### config.mk
export PLATFORM = sky130hd
export DESIGN_NAME = dcm_reset_sequencer
export DESIGN_NICKNAME = d
export VERILOG_FILES = /design/src/rtl/dcm_seq_pkg.sv /design/src/rtl/dcm_sync.sv /design/src/rtl/dcm_reset_sequencer.sv
export SDC_FILE = /design/constraint.sdc
export NUM_CORES = 1
export LEC_CHECK = 0
export ABC_AREA = 1
export CAP_MARGIN = 20
export CORE_MARGIN = 2
export CORE_UTILIZATION = 40
export DETAILED_ROUTE_END_ITERATION = 6
export MAX_ROUTING_LAYER = met4
export SYNTH_ARGS = -nofsm -noshare
export SYNTH_HDL_FRONTEND = slang
export SYNTH_SLANG_ARGS = --single-unit
### constraint.sdc
create_clock -name clk_i -period 1.79 [get_ports clk_i]
set_input_delay 0.358 -clock clk_i [delete_from_list [all_inputs] [get_ports clk_i]]
set_output_delay 0.358 -clock clk_i [all_outputs]
set_load 0.005 [all_outputs]
### src/rtl/dcm_seq_pkg.sv
// Shared definitions for the DCM reset sequencer: state encoding, STATUS bit
// positions and default timing parameters.
package dcm_seq_pkg;

   typedef enum logic [2:0] {
      RESET_DCM = 3'd0,
      WAIT_LOCK = 3'd1,
      STABLE    = 3'd2,
      RUN       = 3'd3,
      FAIL      = 3'd4
   } state_e;

   localparam int unsigned STATUS_CLKIN_STOPPED = 1;
   localparam int unsigned STATUS_CLKFX_STOPPED = 2;

   localparam int unsigned DEF_RST_CYCLES    = 8;
   localparam int unsigned DEF_LOCK_TIMEOUT  = 65535;
   localparam int unsigned DEF_STABLE_CYCLES = 16;
   localparam int unsigned DEF_MAX_RETRIES   = 7;

   localparam int unsigned RETRY_W = 4;

endpackage : dcm_seq_pkg

### src/rtl/dcm_sync.sv
// Two-flop synchronizer for asynchronous level signals coming from the DCM.
module dcm_sync #(
   parameter int unsigned WIDTH = 1
) (
   input  logic             clk_i,
   input  logic             rst_ni,
   input  logic [WIDTH-1:0] d_i,
   output logic [WIDTH-1:0] q_o
);

   logic [WIDTH-1:0] meta_q;
   logic [WIDTH-1:0] sync_q;

   always_ff @(posedge clk_i or negedge rst_ni) begin
      if (!rst_ni) begin
         meta_q <= '0;
         sync_q <= '0;
      end else begin
         meta_q <= d_i;
         sync_q <= meta_q;
      end
   end

   assign q_o = sync_q;

endmodule : dcm_sync

### src/rtl/dcm_reset_sequencer.sv
// Drives DCM_SP RST through reset / lock / stabilisation attempts and holds the
// system in reset until the DCM has been cleanly locked for a while.
module dcm_reset_sequencer
   import dcm_seq_pkg::*;
#(
   parameter int unsigned RST_CYCLES    = DEF_RST_CYCLES,
   parameter int unsigned LOCK_TIMEOUT  = DEF_LOCK_TIMEOUT,
   parameter int unsigned STABLE_CYCLES = DEF_STABLE_CYCLES,
   parameter int unsigned MAX_RETRIES   = DEF_MAX_RETRIES
) (
   input  logic               clk_i,
   input  logic               rst_ni,
   input  logic               dcm_locked_i,
   input  logic [2:0]         dcm_status_i,
   input  logic               restart_i,
   output logic               dcm_rst_o,
   output logic               sys_rst_o,
   output logic               ready_o,
   output logic               fail_o,
   output logic [RETRY_W-1:0] retry_cnt_o
);

   localparam int unsigned RST_W = $clog2(RST_CYCLES + 1);
   localparam int unsigned TO_W  = $clog2(LOCK_TIMEOUT + 1);
   localparam int unsigned STB_W = $clog2(STABLE_CYCLES + 1);

   state_e             state_q, state_d;
   logic [RST_W-1:0]   rst_cnt_q, rst_cnt_d;
   logic [TO_W-1:0]    to_cnt_q, to_cnt_d;
   logic [STB_W-1:0]   stb_cnt_q, stb_cnt_d;
   logic [RETRY_W-1:0] retry_q, retry_d;
   logic               dcm_rst_q, dcm_rst_d;
   logic               sys_rst_q, sys_rst_d;
   logic               ready_q, ready_d;
   logic               fail_q, fail_d;
   logic               attempt_fail;

   logic               locked;
   logic [1:0]         status_sync;
   logic               fault;
   logic               unused_status;

   dcm_sync #(.WIDTH(1)) u_sync_locked (
      .clk_i  (clk_i),
      .rst_ni (rst_ni),
      .d_i    (dcm_locked_i),
      .q_o    (locked)
   );

   dcm_sync #(.WIDTH(2)) u_sync_status (
      .clk_i  (clk_i),
      .rst_ni (rst_ni),
      .d_i    ({dcm_status_i[STATUS_CLKFX_STOPPED], dcm_status_i[STATUS_CLKIN_STOPPED]}),
      .q_o    (status_sync)
   );

   assign fault         = |status_sync;
   assign unused_status = dcm_status_i[0];

   // Counters default to zero and only carry while staying in their state,
   // so every state entry starts from a cleared count.
   always_comb begin
      state_d      = state_q;
      rst_cnt_d    = '0;
      to_cnt_d     = '0;
      stb_cnt_d    = '0;
      retry_d      = retry_q;
      attempt_fail = 1'b0;

      case (state_q)
         RESET_DCM: begin
            if (rst_cnt_q == RST_W'(RST_CYCLES - 1)) state_d = WAIT_LOCK;
            else                                     rst_cnt_d = rst_cnt_q + RST_W'(1);
         end
         WAIT_LOCK: begin
            if (locked && !fault)                            state_d = STABLE;
            else if (to_cnt_q == TO_W'(LOCK_TIMEOUT - 1))    attempt_fail = 1'b1;
            else                                             to_cnt_d = to_cnt_q + TO_W'(1);
         end
         STABLE: begin
            if (!locked || fault) begin
               attempt_fail = 1'b1;
            end else if (stb_cnt_q == STB_W'(STABLE_CYCLES - 1)) begin
               state_d = RUN;
               retry_d = '0;
            end else begin
               stb_cnt_d = stb_cnt_q + STB_W'(1);
            end
         end
         RUN: begin
            if (!locked || fault) state_d = RESET_DCM;
         end
         FAIL:    state_d = FAIL;
         default: state_d = RESET_DCM;
      endcase

      if (attempt_fail) begin
         if (retry_q != {RETRY_W{1'b1}}) retry_d = retry_q + RETRY_W'(1);
         state_d = (retry_d == RETRY_W'(MAX_RETRIES)) ? FAIL : RESET_DCM;
      end

      if (restart_i) begin
         state_d   = RESET_DCM;
         rst_cnt_d = '0;
         to_cnt_d  = '0;
         stb_cnt_d = '0;
         retry_d   = '0;
      end

      // Outputs are decoded from the next state so they register with it.
      dcm_rst_d = (state_d == RESET_DCM) || (state_d == FAIL);
      sys_rst_d = (state_d != RUN);
      ready_d   = (state_d == RUN);
      fail_d    = (state_d == FAIL);
   end

   always_ff @(posedge clk_i or negedge rst_ni) begin
      if (!rst_ni) begin
         state_q   <= RESET_DCM;
         rst_cnt_q <= '0;
         to_cnt_q  <= '0;
         stb_cnt_q <= '0;
         retry_q   <= '0;
         dcm_rst_q <= 1'b1;
         sys_rst_q <= 1'b1;
         ready_q   <= 1'b0;
         fail_q    <= 1'b0;
      end else begin
         state_q   <= state_d;
         rst_cnt_q <= rst_cnt_d;
         to_cnt_q  <= to_cnt_d;
         stb_cnt_q <= stb_cnt_d;
         retry_q   <= retry_d;
         dcm_rst_q <= dcm_rst_d;
         sys_rst_q <= sys_rst_d;
         ready_q   <= ready_d;
         fail_q    <= fail_d;
      end
   end

   assign dcm_rst_o   = dcm_rst_q;
   assign sys_rst_o   = sys_rst_q;
   assign ready_o     = ready_q;
   assign fail_o      = fail_q;
   assign retry_cnt_o = retry_q;

endmodule : dcm_reset_sequencer

* Yosys cells after proc, flatten, opt, wreduce, memory -nomap -nowiden
Index checks and enable logic that the tools add are counted.
** Word-level totals
- Bits of input ports :: 7
- Register bits after elaboration :: 42
** Cells by class
- Muxes and demuxes :: 31
- Add/subtract/negate cells :: 4
- Reduce and logical (&&, ||, !) cells :: 8
- Eq/ne operators :: 12
** Operators by type and width (number)
- two-way mux 16 bit :: 4
- two-way mux 4 bit :: 10
- two-way mux 3 bit :: 8
- two-way mux 5 bit :: 4
- adder 16 x 1 -> 16 bit, second input constant :: 1
- == test 16 bit, second input constant :: 1
- case mux 3 bit (5 select lines) :: 1
- == test 3 x 2 -> 1 bit, second input constant :: 3
- adder 4 x 1 -> 4 bit, second input constant :: 2
- == test 4 x 3 -> 1 bit, second input constant :: 2
- == test 3 bit, second input constant :: 2
- logical NOT 3 bit :: 2
- adder 5 x 1 -> 5 bit, second input constant :: 1
- == test 5 x 4 -> 1 bit, second input constant :: 1
- inequality test 4 bit, second input constant :: 1
- == test 3 x 1 -> 1 bit, second input constant :: 1
- two-way mux 1 bit :: 3
- inequality test 3 x 2 -> 1 bit, second input constant :: 1
- logical NOT 1 bit :: 2
- logical OR 1 bit :: 2
- case mux 1 bit (2 select lines) :: 1
- OR reduction 2 bit :: 1
- logical AND 1 bit :: 1

* Longest topological paths before layout
Gate-level depths: netlist of the first run.
- Depth after elaboration :: 12
- Depth in mapped cells :: 12

* Cells and area by module
Synthesis of the first run repeated with hierarchy kept, for this count alone.
** Unflattened totals
- Cells, all modules :: 241
- Area, all modules :: 2078.2 µm²
** Modules (own cells, without submodules)
- dcm_reset_sequencer :: times used 1, cells each 235, seq. area each 903.4 µm², area an instance 1928.1 µm²
- dcm_sync at u_sync_status :: times used 1, cells each 4, seq. area each 100.1 µm², area an instance 100.1 µm²
- dcm_sync at u_sync_locked :: times used 1, cells each 2, seq. area each 50.0 µm², area an instance 50.0 µm²

* Least setup slack after synthesis of the first run
Ideal clock, no wire load.
- Path kind :: reg2reg
- Start :: register to_cnt_q[0]
- End :: register fail_q (netlist: fail_o)
- Slack :: 0.391 ns
- Arrival time :: 1.279 ns
- Path buffers :: 0
- Period minus slack after synthesis :: 1.399 ns
- Cell stages (with the launch flop) :: 12
- Data required time :: 1.670 ns
- Library setup time :: 0.120 ns
- Cells stage by stage :: dfrtp_1 -> inv_1 -> ha_1 -> nand2_1 -> nor2_1 -> nand2_2 -> nor2_4 -> nand2_4 -> nand2_4 -> inv_2 -> nor2_2 -> nor2_1
** Between the ends
- Longest elaborated chain between the ends :: 7
** Ends and longest elaborated chain
- start, declared :: RTL line dcm_reset_sequencer.sv:29 : logic [TO_W-1:0] to_cnt_q, to_cnt_d;
- start signal, assigned :: RTL line dcm_reset_sequencer.sv:131 : to_cnt_q <= to_cnt_d;
- == test 16 bit :: RTL line dcm_reset_sequencer.sv:77 : else if (to_cnt_q == TO_W'(LOCK_TIMEOUT - 1)) attempt_fail = 1'b1;
- two-way mux 1 bit :: RTL line dcm_reset_sequencer.sv:77
- two-way mux 1 bit :: RTL line dcm_reset_sequencer.sv:76 : if (locked && !fault) state_d = STABLE;
- case mux 1 bit (2 select lines) :: RTL line dcm_reset_sequencer.sv:70 : case (state_q)
- two-way mux 3 bit :: RTL line dcm_reset_sequencer.sv:97 : if (attempt_fail) begin
- two-way mux 3 bit :: RTL line dcm_reset_sequencer.sv:102 : if (restart_i) begin
- == test 3 bit :: RTL line dcm_reset_sequencer.sv:114 : fail_d = (state_d == FAIL);
- named net fail_d :: RTL line dcm_reset_sequencer.sv:35 : logic fail_q, fail_d;
- end signal, assigned :: RTL line dcm_reset_sequencer.sv:137 : fail_q <= fail_d;
- end, declared :: RTL line dcm_reset_sequencer.sv:35
The timed path passes the listed nets, and every way through them passes these cells.

* Final worst setup path of the first run
- Start :: register sys_rst_q (netlist: sys_rst_o)
- End :: output sys_rst_o
** RTL lines
- start, declared :: RTL line dcm_reset_sequencer.sv:33 : logic sys_rst_q, sys_rst_d;
- start signal, assigned :: RTL line dcm_reset_sequencer.sv:135 : sys_rst_q <= sys_rst_d;
- end, declared :: RTL line dcm_reset_sequencer.sv:17 : output logic sys_rst_o,
No word-level cell between the ends.

==> flow_summary.json, run 1 <==
{
  "clock_skew_ns": 0.00308,
  "n_antenna_cell": 0,
  "power.leakage_nw": 1.04,
  "pre_cts_ws_ns": 0.146,
  "yosys_warnings": 0,
  "hold_class": "reg2reg",
  "totalWireLength_um": 3300,
  "reg2reg_to": "to_cnt_q[14]$_DFF_PN0_",
  "vias": 1473,
  "arrival_ns": 1.31,
  "drive_gt1_share_pct": 10.3,
  "syn_avg_cell_area_um2": 8.40,
  "die_x_um": 74.9,
  "critPathBufInv": 1,
  "max_stage_delay_ns": 0.52,
  "track_usage_pct": 14.5,
  "gp_congestion": 0.837,
  "cpLargestDelayFamily": "flip-flops",
  "ios": 15,
  "seqCellArea_um2": 1050,
  "drt_iter0_drc": 64,
  "final_common_cell": "nor2_1",
  "wl_per_cell_um": 10.0,
  "tightestPinTransition_ns": 0.415,
  "peakVddDrop_uv": 491,
  "ys_ff_latch": 42,
  "htreeDepth": 2,
  "netlist_instances": 239,
  "die_area_um2": 5600,
  "dp_hpwl_um": 2460,
  "slew_viol_final": 0,
  "whs_endpoint": "u_sync_locked.q_o$_DFF_PN0_",
  "insertion_delay_ns": 0.30,
  "hold_viol_final": 0,
  "numCtsBuffers": 5,
  "areaGrowthSynthToFinish_pct": 17.0,
  "final.setup.tns_ns": 0,
  "worstSetupPathType": "reg2out",
  "grt_pass1_vias": 1351,
  "ant_nets": 0,
  "synth_cell_types": 27,
  "synth_area_um2": 2010,
  "drc_errors": 0,
  "core_um2": 4790,
  "dr.pass1.iters": 4,
  "power_mw": 1.69,
  "vias_per_cell": 4.46,
  "fmax_ghz": 0.601,
  "grt_setup_unrepaired": "false",
  "antenna_found_initial": 0,
  "synth_nets": 251,
  "cts_sinks": 42,
  "fin_nets": 274,
  "final_core_utilization_pct": 49.1,
  "ff2ff_setup_slack_ns": 0.19,
  "period_minus_slack_ns": 1.66,
  "multi_input_comb_area_um2": 838,
  "grt_overflow_total": 0,
  "max-clock-path-buffers": 2,
  "worstPathMaxFanout": 1,
  "cts_root_buf": "clkbuf_8",
  "io_buffers": 13,
  "r2r-start": "to_cnt_q[0]$_DFF_PN0_",
  "path_clk_slew_ns": 0.09,
  "critPathLaunchType": "register",
  "fill_cells": 459,
  "tritoncts": "built",
  "final_cell_mix": "nor2_1, nand2_1, dfrtp_1",
  "fp.dieH_um": 74.9,
  "maxSlewHeadroom_pct": 72.4,
  "grt_max_degree": 27,
  "cp-end-kind": "output port",
  "crit_chain": "clkdlybuf4s50_1",
  "required_ns": 1.43,
  "ys_seq_area_share_pct": 52.5,
  "hold_start": "u_sync_locked.meta_q$_DFF_PN0_",
  "hold_depth": 0,
  "crit_slowest_cell": "dfstp_2",
  "start_util_pct": 42.0,
  "setup_ws_ns": 0.126,
  "status": "completed",
  "reg2reg_depth": 10,
  "power_density_nw_per_um2": 720,
  "rows": 25,
  "fin_crit_sh_pct": 93.0,
  "grt_pass1_wl_um": 5910,
  "drv_cap": 0,
  "finalSetupViolations": 0
}
## flip-flops by register name, summed over array words and instances (netlist names), 2 cells and up
| signal | cells |
|---|---|
| state_q | 3 |
| retry_cnt_o | 4 |
| u_sync_status.meta_q | 2 |
| rst_cnt_q | 4 |
| u_sync_status.q_o | 2 |
| to_cnt_q | 16 |
| stb_cnt_q | 5 |
## Yosys cell counts, drive strengths merged
cell	instances	area, um2
or2	2	12.5
o21ai	12	60.1
nand4	2	12.5
inv	29	109
o211a	1	10.0
nand3	17	90.1
dfrtp	40	1000
xnor2	3	26.3
nand3b	1	7.51
ha	5	62.6
nor3	4	20.0
a21oi	7	35.0
nor2	57	236
dfstp	2	52.6
buf	1	7.51
nor3b	1	7.51
xor2	5	43.8
o31ai	1	7.51
nand2	48	200
nor4	1	6.26
## stage by stage
| step | area [um2] | hold WS (ns) | instances |
|---|---|---|---|
| CTS | 2350 | 0.359 | 330 |
| global route | 2350 | 0.366 | 330 |
| global placement | 2240 | 0.316 | 321 |
| floorplan | 2010 | 0.0624 | 239 |
| detailed placement | 2240 | 0.316 | 321 |
| finish | 2350 | 0.355 | 330 |
## logic make-up (layout without fill, tap and decap cells)
family	Yosys count	after routing	synth area share, %
AO/OA/AOI/OAI	21	21	5.61
XOR/XNOR	8	8	3.49
adder cells (fa/ha/maj)	5	5	3.12
buffers and inverters	30	54	5.79
flip-flops	42	42	52.5
AND/OR/NAND/NOR	133	133	29.5
## power by group
part           internal (mW)  switching [mW]
clock network          0.290           0.364
registers              0.963         0.00718
logic                 0.0283          0.0388
total                   1.28           0.410
## how the worst max path moves through the flow
| stage | from | endpoint | slack, ns | cells past startpoint |
|---|---|---|---|---|
| 6_report | sys_rst_o$_DFF_PN1_ | sys_rst_o | 0.13 | 1 |
| 5_1_grt | to_cnt_q[0]$_DFF_PN0_ | to_cnt_q[14]$_DFF_PN0_ | 0.04 | 10 |
| 4_1_cts | sys_rst_o$_DFF_PN1_ | sys_rst_o | 0.10 | 1 |
| 3_5_place_dp | restart_i | rst_cnt_q[0]$_DFF_PN0_ | 0.15 | 6 |
| 3_3_place_gp | restart_i | rst_cnt_q[0]$_DFF_PN0_ | 0.18 | 6 |
| 2_1_floorplan | to_cnt_q[0]$_DFF_PN0_ | fail_o$_DFF_PN0_ | 0.39 | 11 |
## repair_timing
item | in CTS | in global routing
endpoints found under the hold margin | 16 | 0
hold buffers | 1 | 0
setup buffers | 0 | 0
endpoints found under the setup margin | 0 | 0
gates resized for setup | 0 | 0
## layout make-up
| class | count | share of cell area [%] |
|---|---|---|
| sequential | 42 | 44.8 |
| timing repair buffer | 17 | 7.24 |
| clock buffer | 5 | 2.93 |
| inverter | 29 | 4.63 |
| clock inverter | 3 | 1.12 |
| multi-input combinational | 167 | 35.7 |
| tap | 67 | 3.57 |
## layer usage
layer / share of wire, % / vias up / global-route usage (%)
met5: 0 / - / -
met3: 3.4 / 4 / 3.61
li1: - / 794 / -
met4: 1.3 / 0 / 5.95
met2: 45 / 17 / 21.3
met1: 51 / 658 / 19.0
## worst reg2reg max path: stages, from the launching register on
cell and delay [ns]:
dfrtp_1 0.40, inv_1 0.09, ha_1 0.17, nand2_1 0.05, nor2_1 0.10, nand2_2 0.08
nor2_4 0.14, nor2_1 0.06, buf_4 0.17, inv_1 0.16, nor2_1 0.07
Note: power is estimated with default switching activity, not from simulation.
==> run 2: changes to the inputs <==
--- a/config.mk
+++ b/config.mk
@@ -7,10 +7,12 @@
 export LEC_CHECK = 0
 export ABC_AREA = 1
 export CAP_MARGIN = 20
+export CORE_ASPECT_RATIO = 0.9
 export CORE_MARGIN = 2
-export CORE_UTILIZATION = 40
+export CORE_UTILIZATION = 50
 export DETAILED_ROUTE_END_ITERATION = 6
 export MAX_ROUTING_LAYER = met4
+export PLACE_DENSITY = 0.7
 export SYNTH_ARGS = -nofsm -noshare
 export SYNTH_HDL_FRONTEND = slang
 export SYNTH_SLANG_ARGS = --single-unit
==> flow_summary.json, run 2 (same netlist as run 1, synthesis figures left out) <==
{
  "crit_slowest_cell": "dfstp_2",
  "totalWireLength_um": 3340,
  "required_ns": 1.43,
  "rows": 21,
  "htreeDepth": 2,
  "power_density_nw_per_um2": 764,
  "largest_reg_flops": 16,
  "maxSlewHeadroom_pct": 66.0,
  "arrival_ns": 1.31,
  "gp_congestion": 0.812,
  "seqCellArea_um2": 1050,
  "fin_nets": 273,
  "drc_errors": 0,
  "fp.dieH_um": 64.1,
  "path_clk_slew_ns": 0.08,
  "io_buffers": 13,
  "cpLargestDelayFamily": "flip-flops",
  "grt_pass1_vias": 1506,
  "insertion_delay_ns": 0.29,
  "hold_class": "in2async",
  "areaGrowthSynthToFinish_pct": 15.5,
  "track_usage_pct": 18.4,
  "fin_crit_sh_pct": 93.1,
  "antenna_found_initial": 0,
  "finalSetupViolations": 0,
  "ff2ff_setup_slack_ns": 0.21,
  "period_minus_slack_ns": 1.67,
  "drive_gt1_share_pct": 10.3,
  "multi_input_comb_area_um2": 838,
  "power.leakage_nw": 1.04,
  "critPathBufInv": 1,
  "grt_overflow_total": 0,
  "placed_cell_area_um2": 2210,
  "start_util_pct": 53.1,
  "worstSetupPathType": "reg2out",
  "pre_cts_ws_ns": 0.155,
  "grt_pass1_wl_um": 6360,
  "core_um2": 3780,
  "dpl.cell_count": 300,
  "dp_hpwl_um": 2470,
  "ios": 15,
  "drt_iter0_drc": 95,
  "max_stage_delay_ns": 0.53,
  "hold_viol_final": 0,
  "fin_area_um2": 2320,
  "reg_top3": "to_cnt_q (16), stb_cnt_q (5)",
  "final_core_utilization_pct": 61.3,
  "cts_resized": 0,
  "p_seq_share_pct": 54.8,
  "numCtsBuffers": 5,
  "largest_register": "to_cnt_q",
  "fill_cells": 329,
  "vias_per_cell": 4.78,
  "n_antenna_cell": 0,
  "cts_post_setup_buffers_inserted": 0,
  "power_frac_clock_pct": 41.6,
  "drv_cap": 0,
  "final_cell_mix": "nor2_1, nand2_1, dfrtp_1",
  "slew_viol_final": 0,
  "die_area_um2": 4540,
  "die_x_um": 70.8,
  "tightestPinTransition_ns": 0.511,
  "crit_chain": "clkdlybuf4s50_1",
  "dr.pass1.iters": 5,
  "wl_per_cell_um": 10.8,
  "peakVddDrop_uv": 690,
  "cts_root_buf": "clkbuf_8",
  "power_mw": 1.77,
  "hold_buffers": 0,
  "cp-end-kind": "output port",
  "worstPathMaxFanout": 1,
  "switchingPower_uw": 365,
  "max-clock-path-buffers": 2,
  "cts_sinks": 42,
  "setup_ws_ns": 0.123,
  "worst_hold_slack_ns": 0.111,
  "sw_frac_of_total_pct": 20.6,
  "tritoncts": "built",
  "grt_max_degree": 43,
  "status": "completed",
  "vias": 1473,
  "stdcell_count": 308,
  "power.internal_mw": 1.41,
  "critPathLaunchType": "register",
  "grt_setup_unrepaired": "false",
  "p_comb_share_pct": 3.5,
  "ant_nets": 0,
  "fmax_ghz": 0.600,
  "final.setup.tns_ns": 0,
  "clock_skew_ns": 0.00429,
  "final_common_cell": "nor2_1"
}
[run 2: cell types whose count changed in the layout (fill, tap and decap cells not counted), sizes merged]
cell / previous run / this run
inv: 32 / 30
bufinv: 0 / 1
clkinv: 0 / 1
dlygate4sd3: 1 / 0
[run 2: final cells by class]
class                           count  share of cell area [%]
Sequential cell                    42                    45.4
Multi-Input combinational cell    167                    36.2
Timing Repair Buffer               16                    6.37
Inverter                           29                    4.70
Clock buffer                        5                    2.97
Tap cell                           46                    2.48
Clock inverter                      3                    1.89
[run 2: final timing paths]
kind	from	end	cells after the start
worst max-delay path	dcm_rst_o$_DFF_PN1_	dcm_rst_o	1
worst min-delay path	rst_ni	to_cnt_q[7]$_DFF_PN0_	2
worst max register to register	to_cnt_q[0]$_DFF_PN0_	to_cnt_q[14]$_DFF_PN0_	10
worst min register to register	u_sync_locked.meta_q$_DFF_PN0_	u_sync_locked.q_o$_DFF_PN0_	0
max in group asynchronous	rst_ni	dcm_rst_o$_DFF_PN1_	2
min in group clk_i	u_sync_locked.meta_q$_DFF_PN0_	u_sync_locked.q_o$_DFF_PN0_	0
[run 2: power groups by stage]
| stage | clock [mW] | sequential (mW) | combinational, mW |
|---|---|---|---|
| 2_1_floorplan | 0 | 0.988 | 0.0243 |
| 3_3_place_gp | 0 | 0.989 | 0.0634 |
| 3_5_place_dp | 0 | 0.990 | 0.0647 |
| 4_1_cts | 0.769 | 0.971 | 0.0647 |
| 5_1_grt | 0.809 | 0.973 | 0.0729 |
| 6_report | 0.737 | 0.971 | 0.0623 |
[run 2: layer usage]
metal	GRT usage, %	vias up	wire length, um
met5	-	-	0
met4	7.55	0	24
met3	4.73	2	97
met2	27.7	20	1450
met1	23.8	659	1760
li1	-	792	-
==> run 3: changes to the inputs <==
==> constraint.sdc (replaced) <==
create_clock -name clk_i -period 2.01 [get_ports clk_i]
set_input_delay 0.402 -clock clk_i [delete_from_list [all_inputs] [get_ports clk_i]]
set_output_delay 0.402 -clock clk_i [all_outputs]
set_load 0.005 [all_outputs]
==> flow_summary.json, run 3 (same netlist as run 1, synthesis figures left out) <==
{
  "status": "completed",
  "final_common_cell": "nor2_1",
  "required_ns": 1.61,
  "fin_crit_sh_pct": 84.8,
  "drv_cap": 0,
  "gp_congestion": 0.822,
  "power.leakage_nw": 1.04,
  "grt_setup_unrepaired": "false",
  "power_density_nw_per_um2": 684,
  "arrival_ns": 1.30,
  "power.internal_mw": 1.25,
  "fmax_ghz": 0.587,
  "peakVddDrop_uv": 498,
  "finalSetupViolations": 0,
  "largest_reg_flops": 16,
  "cpLargestDelayFamily": "flip-flops",
  "fp.dieH_um": 64.1,
  "worstPathMaxFanout": 1,
  "hold_class": "in2async",
  "p_comb_share_pct": 3.4,
  "clock_skew_ns": 0.00921,
  "cts_sinks": 42,
  "drive_gt1_share_pct": 9.96,
  "power_frac_clock_pct": 41.9,
  "drc_errors": 0,
  "grt_pass1_vias": 1523,
  "p_seq_share_pct": 54.7,
  "crit_chain": "clkdlybuf4s50_1",
  "reg2reg_to": "to_cnt_q[3]$_DFF_PN0_",
  "fin_area_um2": 2310,
  "fin_nets": 272,
  "antenna_found_initial": 0,
  "ios": 15,
  "wl_per_cell_um": 11.1,
  "hold_viol_final": 0,
  "critPathLaunchType": "register",
  "r2r-start": "to_cnt_q[0]$_DFF_PN0_",
  "placed_cell_area_um2": 2200,
  "max_stage_delay_ns": 0.53,
  "path_clk_slew_ns": 0.08,
  "worstSetupPathType": "reg2out",
  "final_cell_mix": "nor2_1, nand2_1, dfrtp_1",
  "final_core_utilization_pct": 61.1,
  "power_mw": 1.58,
  "cp-end-kind": "output port",
  "dr.pass1.iters": 4,
  "vias_per_cell": 4.83,
  "multi_input_comb_area_um2": 838,
  "grt_max_degree": 43,
  "dp_hpwl_um": 2470,
  "n_antenna_cell": 0,
  "critPathBufInv": 1,
  "reg_top3": "to_cnt_q (16), stb_cnt_q (5)",
  "totalWireLength_um": 3420,
  "crit_slowest_cell": "dfstp_2",
  "vias": 1482,
  "core_um2": 3780,
  "track_usage_pct": 18.6,
  "grt_pass1_wl_um": 6400,
  "start_util_pct": 53.1,
  "ant_nets": 0,
  "ff2ff_setup_slack_ns": 0.40,
  "insertion_delay_ns": 0.30,
  "hold_buffers": 0,
  "grt_overflow_total": 0,
  "period_minus_slack_ns": 1.70,
  "tightestPinTransition_ns": 0.506,
  "io_buffers": 13,
  "die_area_um2": 4540,
  "drt_iter0_drc": 113,
  "max-clock-path-buffers": 2,
  "reg2reg_depth": 10,
  "sw_frac_of_total_pct": 21.0,
  "rows": 21,
  "cts_resized": 0,
  "fill_cells": 363,
  "die_x_um": 70.8,
  "final.setup.tns_ns": 0,
  "numCtsBuffers": 5,
  "tritoncts": "built",
  "areaGrowthSynthToFinish_pct": 15.1,
  "cts_post_setup_buffers_inserted": 0,
  "seqCellArea_um2": 1050,
  "maxSlewHeadroom_pct": 66.2,
  "largest_register": "to_cnt_q",
  "slew_viol_final": 0,
  "cts_root_buf": "clkbuf_8",
  "htreeDepth": 2,
  "switchingPower_uw": 331
}
## run 3: cell type report
cell class	count	area share, %
clock buffers	5	2.98
clock inverters	3	1.89
inverters	29	4.71
multi-input cells	167	36.3
flip-flops and latches	42	45.6
well taps	46	2.49
repair buffers	15	6.06
## run 3: how the worst max path moves through the flow
stage                      startpoint                      to  slack [ns]  depth (start not counted)
2_1_floorplan   to_cnt_q[0]$_DFF_PN0_        fail_o$_DFF_PN0_        0.61                         11
3_3_place_gp                restart_i  to_cnt_q[14]$_DFF_PN0_        0.27                          7
3_5_place_dp                restart_i   to_cnt_q[3]$_DFF_PN0_        0.25                          7
4_1_cts           dcm_rst_o$_DFF_PN1_               dcm_rst_o        0.29                          1
5_1_grt        stb_cnt_q[0]$_DFF_PN0_     sys_rst_o$_DFF_PN1_        0.20                          8
6_report          dcm_rst_o$_DFF_PN1_               dcm_rst_o        0.31                          1
## run 3: routing by layer
metal / vias up / routed length [um] / GRT usage [%]
li1: 796 / - / -
met1: 661 / 1820 / 23.8
met2: 19 / 1440 / 28.5
met3: 6 / 120 / 5.05
met4: 0 / 39 / 6.60
met5: - / 0 / -
## run 3: through the flow
stage / hold slack, ns / worst slack (ns) / cells
floorplan: 0.106 / 0.611 / 239
global placement: 0.332 / 0.271 / 299
detailed placement: 0.335 / 0.250 / 299
CTS: 0.181 / 0.294 / 307
global route: 0.204 / 0.200 / 307
finish: 0.149 / 0.306 / 307
## run 3: power groups by stage
stage               clock network [mW]  registers, mW  logic [mW]
floorplan                            0          0.880      0.0217
global placement                     0          0.881      0.0547
detailed placement                   0          0.882      0.0556
CTS                              0.669          0.865      0.0556
global route                     0.720          0.867      0.0631
finish                           0.663          0.865      0.0533
